===== src/rtl/bus_terminal_rx.sv =====
// Receive endpoint for one tec_riscv_bus terminal: drains the bus queue, filters on
// terminal address and buffers accepted messages in a fall-through FIFO.
module bus_terminal_rx #(
    parameter logic [2:0] TERM_ID = 3'd0,
    parameter int         DEPTH   = 4,
    parameter int         CNT_W   = 8
) (
    input  logic                     clk,
    input  logic                     reset,
    input  logic                     pndng,
    input  logic [64:0]              D_pop,
    output logic                     pop,
    output logic                     rx_valid,
    input  logic                     rx_ready,
    output logic [1:0]               rx_src,
    output logic                     rx_bcst,
    output logic [59:0]              rx_data,
    output logic [$clog2(DEPTH):0]   fifo_count,
    output logic [CNT_W-1:0]         drop_cnt
);

    localparam int         AW      = $clog2(DEPTH);
    localparam int         CW      = AW + 1;
    localparam int         EW      = 63;
    localparam logic [2:0] BCST_ID = 3'b111;

    typedef enum logic [1:0] {
        ST_IDLE  = 2'd0,
        ST_DRAIN = 2'd1,
        ST_GAP   = 2'd2
    } state_t;

    state_t              state_r;
    state_t              state_s;
    logic                pop_r;
    logic                pop_s;
    logic                cap_load_s;
    logic [64:0]         cap_r;

    logic [EW-1:0]       mem_r [DEPTH];
    logic [AW-1:0]       wr_ptr_r;
    logic [AW-1:0]       rd_ptr_r;
    logic [CW-1:0]       count_r;
    logic [CNT_W-1:0]    drop_r;

    logic [2:0]          cap_tgt_s;
    logic                cap_bcst_s;
    logic                accept_s;
    logic                in_drain_s;
    logic                full_s;
    logic                deq_s;
    logic                push_s;
    logic                drop_s;
    logic [EW-1:0]       head_s;

    // Classification of the captured packet and FIFO handshake qualifiers
    assign cap_tgt_s  = cap_r[64:62];
    assign cap_bcst_s = (cap_tgt_s == BCST_ID);
    assign accept_s   = cap_bcst_s || (cap_tgt_s == TERM_ID);
    assign in_drain_s = (state_r == ST_DRAIN);
    assign full_s     = (count_r == CW'(DEPTH));
    assign deq_s      = rx_ready && (count_r != {CW{1'b0}});
    assign push_s     = in_drain_s && accept_s && (!full_s || deq_s);
    assign drop_s     = in_drain_s && !accept_s;

    // Next-state logic: space is judged on the registered count only
    always_comb begin
        state_s    = state_r;
        pop_s      = 1'b0;
        cap_load_s = 1'b0;
        case (state_r)
            ST_IDLE: begin
                if (pndng && (count_r < CW'(DEPTH))) begin
                    state_s    = ST_DRAIN;
                    pop_s      = 1'b1;
                    cap_load_s = 1'b1;
                end else begin
                    state_s    = ST_IDLE;
                end
            end
            ST_DRAIN: state_s = ST_GAP;
            ST_GAP:   state_s = ST_IDLE;
            default:  state_s = ST_IDLE;
        endcase
    end

    // FSM state, packet capture and the registered pop pulse
    always_ff @(posedge clk) begin
        if (reset) begin
            state_r <= ST_IDLE;
            pop_r   <= 1'b0;
            cap_r   <= {65{1'b0}};
        end else begin
            state_r <= state_s;
            pop_r   <= pop_s;
            if (cap_load_s) begin
                cap_r <= D_pop;
            end
        end
    end

    // FIFO storage and write pointer; storage is cleared so the head never reads X
    always_ff @(posedge clk) begin
        if (reset) begin
            for (int i = 0; i < DEPTH; i++) begin
                mem_r[i] <= {EW{1'b0}};
            end
            wr_ptr_r <= {AW{1'b0}};
        end else if (push_s) begin
            mem_r[wr_ptr_r] <= {cap_bcst_s, cap_r[61:60], cap_r[59:0]};
            wr_ptr_r        <= wr_ptr_r + AW'(1);
        end
    end

    // Read pointer and occupancy; push and pop together leave the count unchanged
    always_ff @(posedge clk) begin
        if (reset) begin
            rd_ptr_r <= {AW{1'b0}};
            count_r  <= {CW{1'b0}};
        end else begin
            if (deq_s) begin
                rd_ptr_r <= rd_ptr_r + AW'(1);
            end
            case ({push_s, deq_s})
                2'b10:   count_r <= count_r + CW'(1);
                2'b01:   count_r <= count_r - CW'(1);
                default: count_r <= count_r;
            endcase
        end
    end

    // Saturating count of misaddressed packets
    always_ff @(posedge clk) begin
        if (reset) begin
            drop_r <= {CNT_W{1'b0}};
        end else if (drop_s && (drop_r != {CNT_W{1'b1}})) begin
            drop_r <= drop_r + CNT_W'(1);
        end
    end

    assign head_s     = mem_r[rd_ptr_r];
    assign pop        = pop_r;
    assign rx_valid   = (count_r != {CW{1'b0}});
    assign rx_bcst    = head_s[62];
    assign rx_src     = head_s[61:60];
    assign rx_data    = head_s[59:0];
    assign fifo_count = count_r;
    assign drop_cnt   = drop_r;

endmodule


===== config.mk =====
export PLATFORM = sky130hd
export DESIGN_NAME = bus_terminal_rx
export DESIGN_NICKNAME = d
export VERILOG_FILES = /design/src/rtl/bus_terminal_rx.sv
export SDC_FILE = /design/constraint.sdc
export NUM_CORES = 1
export LEC_CHECK = 0
export BUFFER_PORTS_ARGS = -buffer_cell sky130_fd_sc_hd__buf_2
export CELL_PAD_IN_SITES_DETAIL_PLACEMENT = 1
export CELL_PAD_IN_SITES_GLOBAL_PLACEMENT = 1
export CORE_MARGIN = 1
export CORE_UTILIZATION = 30
export CTS_BUF_LIST = sky130_fd_sc_hd__clkbuf_2
export CTS_CLUSTER_SIZE = 12
export DETAILED_ROUTE_END_ITERATION = 6
export PLACE_DENSITY_LB_ADDON = 0.1
export SYNTH_ARGS = -nofsm -noshare
export SYNTH_HDL_FRONTEND = slang
export SYNTH_SLANG_ARGS = --single-unit

===== constraint.sdc =====
create_clock -name clk -period 9.25 [get_ports clk]
set_input_delay 0.925 -clock clk [delete_from_list [all_inputs] [get_ports clk]]
set_output_delay 0.925 -clock clk [all_outputs]
set_load 0.02 [all_outputs]

==> results of run 1 <==
## sequential cells by signal, summed over array words and instances, names as in the netlist, named ones only
register / cells
pop: 1
cap_r: 65
mem_r: 252
wr_ptr_r: 2
state_r: 2
rd_ptr_r: 2
drop_cnt: 8
fifo_count: 3
## power breakdown
part,internal [uW],switching (uW),total [uW]
Sequential,1750,120,1860
Clock,461,634,1100
Combinational,319,502,821
## metrics by stage
stage	std cells	worst slack [ps]	hold WS, ps	power, uW	utilization, %
3_5_place_dp	1697	5400	484	2760	33.6
6_report	1873	4970	218	3780	35.5
3_3_place_gp	1697	5430	476	2750	33.6
4_1_cts	1871	4720	36.8	3880	35.5
2_1_floorplan	1005	4420	457	2420	-
5_1_grt	1872	4660	108	4020	35.5
## layout by cell type (no fill, tap or decap), types with 4 or more instances in the layout
cell,synthesis,final
sky130_fd_sc_hd__clkbuf_2,12,154
sky130_fd_sc_hd__nor2_1,17,17
sky130_fd_sc_hd__clkinv_1,0,16
sky130_fd_sc_hd__nand2_1,135,135
sky130_fd_sc_hd__edfxtp_1,252,252
sky130_fd_sc_hd__buf_4,1,15
sky130_fd_sc_hd__and2_2,40,40
sky130_fd_sc_hd__nand3_1,6,6
sky130_fd_sc_hd__or3_1,4,4
sky130_fd_sc_hd__buf_2,7,143
sky130_fd_sc_hd__o21ai_0,4,4
sky130_fd_sc_hd__and2_1,212,212
sky130_fd_sc_hd__mux4_2,63,63
sky130_fd_sc_hd__a21oi_1,73,73
sky130_fd_sc_hd__dfxtp_1,85,83
## cells by family after synthesis
logic type	Yosys count	share of synthesized area, %
simple gates	436	17.4
flops	337	66.1
compound gates	90	3.56
buf+inv	69	2.04
mux	67	10.4
xor+xnor	4	0.250
fa+ha+maj	2	0.232
## layout make-up
| type | count | share of cell area (%) |
|---|---|---|
| sequential | 337 | 57.0 |
| clock inverter | 20 | 0.623 |
| multi-input combinational | 599 | 27.8 |
| antenna | 2 | 0.0308 |
| tap | 600 | 4.62 |
| timing repair buffer | 158 | 5.09 |
| inverter | 3 | 0.0693 |
| clock buffer | 154 | 4.74 |
## path summary, 6_finish.rpt
kind,from,endpoint,cells after the start
worst max-delay path,flip-flop,rx_data[58],3
worst min-delay path,D_pop[7],cap_r[7],3
worst max register to register,cap_r[62],mem_r[0][21],6
worst min register to register,cap_r[60],cap_r[60],2
## metal layers
| layer | share of wire, % | routed length (um) | GRT usage, % |
|---|---|---|---|
| met3 | 3.7 | 1380 | 3.44 |
| met2 | 50 | 18700 | 27.7 |
| met1 | 45 | 16700 | 20.3 |
| met4 | 1.5 | 566 | 5.45 |
| met5 | 0 | 0 | 0 |
## worst min-delay path, cell delays in order
cell and delay, ps:
sky130_fd_sc_hd__buf_2 100, sky130_fd_sc_hd__nand2_1 50, sky130_fd_sc_hd__a21oi_1 50
==> impl_metrics.csv, run 1 <==
group,metric,value,unit
cts,worstSkewPairLatency,960,ps
timing,time_the_worst_path_needs_with_i_o_delays_and_setup,4280,ps
setup_path,cell_chain_of_the_critical_path,"buf_4, mux4_2, buf_2",
timing,worst_slew_margin_rel,30.3,%
hold_path,worst_hold_path_type,"primary input to flip-flop",
synthesis,syn_std_cell_area,14000,sq um
timing,max_freq,0.234,GHz
place,place.detailed.hpwl,20500,um
cts,cts_resized,0,
floorplan,dieArea,47600,sq um
synthesis,synth_top_cells_by_count,"sky130_fd_sc_hd__edfxtp_1, sky130_fd_sc_hd__and2_1, sky130_fd_sc_hd__nand2_1",
synthesis,synthesis.nets,1076,
cts,post_cts_buffers,0,
cts,clock_tree.buffer_depth,3,
setup_path,critPathLaunchType,"flip-flop",
synthesis,synth_ff_type,"sky130_fd_sc_hd__edfxtp_1",
place,detailed_place.area,15400,sq um
synthesis,synthTopCellsByArea,"sky130_fd_sc_hd__edfxtp_1, sky130_fd_sc_hd__dfxtp_1, sky130_fd_sc_hd__mux4_2",
routing,wl_per_cell,19.9,um
cts,cts.root.buffer_cell,"sky130_fd_sc_hd__clkbuf_2",
timing,max_slew.worst_pin.slew,1030,ps
global_route,grt_usage,16.2,%
routing,dr.first_iter.drc_count,272,
floorplan,design.portCount,145,
routing,num_vias,8532,
power_and_ir_drop,power-per-cell-area,233,nW/um^2
final_layout,seq_area,9280,sq um
synthesis,yosys_register_bits,337,
global_route,grt_start_max_net_pins,68,
synthesis,yosysSeqAreaShare,66.1,%
power_and_ir_drop,peakVddDrop,0.104,mV
final_layout,layout_cell_share_with_drive_strength_beyond_1,34.3,%
outcome,result_of_the_run,"finished, final reports clean",
setup_path,critical_path.max_stage_delay,800,ps
global_route,wire_length_of_the_first_global_routing_pass,57100,um
synthesis,synthMostInstantiatedCell,"sky130_fd_sc_hd__edfxtp_1",
final_layout,post_layout_nets,1263,
setup_path,cpLargestDelayFamily,"buffers and inverters",
cts,hold_buffers,0,
setup_path,path_max_fanout,39,
synthesis,netlist.top_cell.by_area,"sky130_fd_sc_hd__edfxtp_1",
timing,share_of_the_clock_period_used_by_the_worst_path_after_layout,46.3,%
timing,timing_max_transition_violations_final,0,
setup_path,worstPathArrival,3350,ps
floorplan,placeableCoreArea,45800,sq um
setup_path,critPathSlowestCell,"sky130_fd_sc_hd__buf_4",
synthesis,number_of_synthesized_flops_with_an_enable_pin,252,
routing,wl,37300,um
global_route,grt.overflow.total,0,
routing,dr.pass1.iters,4,
global_route,number_of_global_route_vias_before_repair,9460,
floorplan,rows,78,
setup_path,timing_worst_setup_path_type,"flip-flop to output pin",
timing,final_sum_of_negative_setup_slack,0,ps
setup_path,internal_reg_to_reg_setup_slack,5850,ps
synthesis,synth-async-reset-ratio,0,%
setup_path,critical_path_endpoint_category,"output pin",
final_layout,area_of_the_multi_input_gates,4520,sq um
routing,detail-route-antenna-nets,0,
floorplan,fp.dieH,218,um
power_and_ir_drop,power.leakage,0.00621,uW
cts,worst_setup_hold_path_clk_slew,90,ps
final_layout,area_growth,16.0,%
routing,detail_route.vias_per_cell,4.56,
setup_path,critical_path_required_time,8330,ps
cts,tritoncts_clock_tree,"yes",
cts,number_of_clock_sinks,337,
synthesis,netlist_instances,1005,
place,globalplace.congestion,0.660,
global_route,initial_antenna_violation_count,1,
cts,htreeDepth,3,
place,number_of_i_o_port_buffers,144,
synthesis,ys_types,45,
routing,drc_errors,0,
floorplan,die_width,218,um
cts,cts_inserted_buffers,93,
synthesis,yosys_warnings,0,
setup_path,critPathBufInv,2,
synthesis,yosys.area.top_type_share,54.0,%
synthesis,synthesis.area_per_instance,13.9,sq um
timing,finalSetupViolations,0,
timing,unrepaired_setup_endpoints_after_global_routing,"no",
timing,timing.clock.skew,58.4,ps
timing,hold_violations,0,
final_layout,layout.filler_cells,4901,
run,max_cap_violation_count,0,
final_layout,stdcell_area,16300,sq um
floorplan,initial_core_util,30.6,%
No activity file was read; power rests on OpenSTA's default activity.
==> run 2, diff against run 1 <==
==> constraint.sdc (replaced) <==
create_clock -name clk -period 3.79 [get_ports clk]
set_input_delay 0.379 -clock clk [delete_from_list [all_inputs] [get_ports clk]]
set_output_delay 0.379 -clock clk [all_outputs]
set_load 0.02 [all_outputs]
==> run 2 against run 1 <==
Net effect:
- core utilization rose by 3.9 points
- final cell count rose by 9.2%
- worst hold slack got worse by 51 ps
- clock skew rose by 14 ps
- setup slack got worse by 4600 ps
- clock power rose to 2.5 times the previous value
- sequential power rose by 150%
- non-clock buffer count rose by 176
- critical path depth did not move
- sequential cell count did not move
- design area rose by 11%
- largest power group unchanged
==> impl_metrics.csv, run 2 (synthesis results as in run 1) <==
group,metric,value,unit
outcome,result_of_the_run,"finished, final reports clean",
floorplan,placeableCoreArea,45800,sq um
timing,timing.clock.skew,72.1,ps
cts,htreeDepth,3,
setup_path,critPathLaunchType,"flip-flop",
floorplan,design.portCount,145,
power_and_ir_drop,power-per-cell-area,534,nW/um^2
final_layout,post_layout_nets,1441,
timing,worst_slew_margin_rel,21.1,%
routing,wl,39500,um
setup_path,timing_worst_setup_path_type,"flip-flop to output pin",
power_and_ir_drop,power.leakage,0.00691,uW
place,place.detailed.hpwl,21600,um
setup_path,rr_worst_depth,5,
hold_path,timing.hold.worst.start,"pndng",
timing,timing_max_transition_violations_final,0,
hold_path,hold_path_depth,5,
routing,num_vias,9375,
power_and_ir_drop,peakVddDrop,0.285,mV
floorplan,fp.dieH,218,um
final_layout,fin_cells,2046,
routing,detail-route-antenna-nets,0,
final_layout,layout_cell_share_with_drive_strength_beyond_1,30.9,%
power_and_ir_drop,post-layout-total-power,9640,uW
floorplan,initial_core_util,30.6,%
routing,wl_per_cell,19.3,um
cts,number_of_clock_sinks,337,
final_layout,largest_register_ffs,252,
final_layout,regMostFlops,"mem_r",
floorplan,die_width,218,um
place,number_of_i_o_port_buffers,144,
routing,detail_route.vias_per_cell,4.58,
floorplan,rows,78,
timing,time_the_worst_path_needs_with_i_o_delays_and_setup,3430,ps
timing,final_sum_of_negative_setup_slack,0,ps
global_route,number_of_global_route_vias_before_repair,10400,
cts,cts_inserted_buffers,95,
cts,worst_setup_hold_path_clk_slew,100,ps
place,dp.cells,1706,
final_layout,utilization,39.5,%
setup_path,worstPathArrival,3050,ps
final_layout,layout.filler_cells,4943,
setup_path,critical_path_required_time,3410,ps
floorplan,dieArea,47600,sq um
routing,dr.first_iter.drc_count,488,
timing,unrepaired_setup_endpoints_after_global_routing,"no",
global_route,grt.overflow.total,0,
final_layout,area_of_the_multi_input_gates,4520,sq um
place,globalplace.congestion,0.678,
timing,max_slew.worst_pin.slew,1180,ps
timing,hold_violations,0,
cts,cts.root.buffer_cell,"sky130_fd_sc_hd__clkbuf_2",
timing,fin_hold_ws,167,ps
timing,max_freq,0.292,GHz
final_layout,area_growth,28.8,%
global_route,initial_antenna_violation_count,2,
cts,clock_tree.buffer_depth,3,
final_layout,mostFrequentLayoutCell,"sky130_fd_sc_hd__edfxtp_1",
timing,share_of_the_clock_period_used_by_the_worst_path_after_layout,90.4,%
timing,finalSetupViolations,0,
routing,drc_errors,0,
global_route,grt_start_max_net_pins,71,
setup_path,critical_path_endpoint_category,"output pin",
cts,tritoncts_clock_tree,"yes",
setup_path,path_max_fanout,27,
run,max_cap_violation_count,0,
global_route,wire_length_of_the_first_global_routing_pass,60700,um
hold_path,worst_hold_path_type,"primary input to flip-flop",
final_layout,seq_area,9280,sq um
setup_path,critical_path.reg2reg.startpoint,"cap_r[64]",
global_route,grt_usage,17.3,%
cts,worstSkewPairLatency,1030,ps
routing,dr.pass1.iters,4,
final_layout,layout_common_cells,"sky130_fd_sc_hd__edfxtp_1, sky130_fd_sc_hd__and2_1, sky130_fd_sc_hd__dlygate4sd3_1",
## run 2: worst paths after layout
check / endpoint / slack [ps]
worst max-delay path: rx_data[22] / 360
worst min-delay path: cap_r[45] / 170
worst max register to register: mem_r[1][41] / 560
worst min register to register: cap_r[5] / 490
## run 2: timing repair
item / CTS / global route
hold endpoints to repair: 78 / 0
buffers inserted: 0 / 0
hold buffers: 167 / 0
gates resized for setup: 0 / 0
## run 2: layer usage
metal | track usage, % | up-vias | routed length [um] | part of all wire, %
li1 | - | 4388 | - | -
met1 | 21.2 | 4723 | 17000 | 43
met2 | 29.5 | 199 | 19900 | 50
met3 | 3.72 | 65 | 1660 | 4.2
met4 | 6.99 | 0 | 933 | 2.4
met5 | 0 | - | 0 | 0
## run 2: final cells by class
type / instances / share of cell area [%]
diodes: 2 / 0.0277
repair buffers: 334 / 14.4
flip-flops and latches: 337 / 51.4
inverters: 3 / 0.0624
clock inverters: 17 / 0.686
well taps: 600 / 4.16
multi-input cells: 599 / 25.0
clock buffers: 154 / 4.27
## run 2: stage by stage
step | setup slack [ps] | instance area [sq um]
after floorplan | 550 | 14000
after global placement | 602 | 15500
after detailed placement | 590 | 15500
after CTS | 126 | 18100
after global routing | 40.6 | 18100
final | 364 | 18100
## run 2: worst max-delay path: stages, from the launching register on
cell and delay, ps:
sky130_fd_sc_hd__dfxtp_4 780, sky130_fd_sc_hd__buf_4 410, sky130_fd_sc_hd__mux4_2 590, sky130_fd_sc_hd__buf_2 190
## run 2: power breakdown
group | internal (uW) | switching (uW)
sequential | 4260 | 305
clock | 1190 | 1590
combinational | 1030 | 1260
total | 6480 | 3160
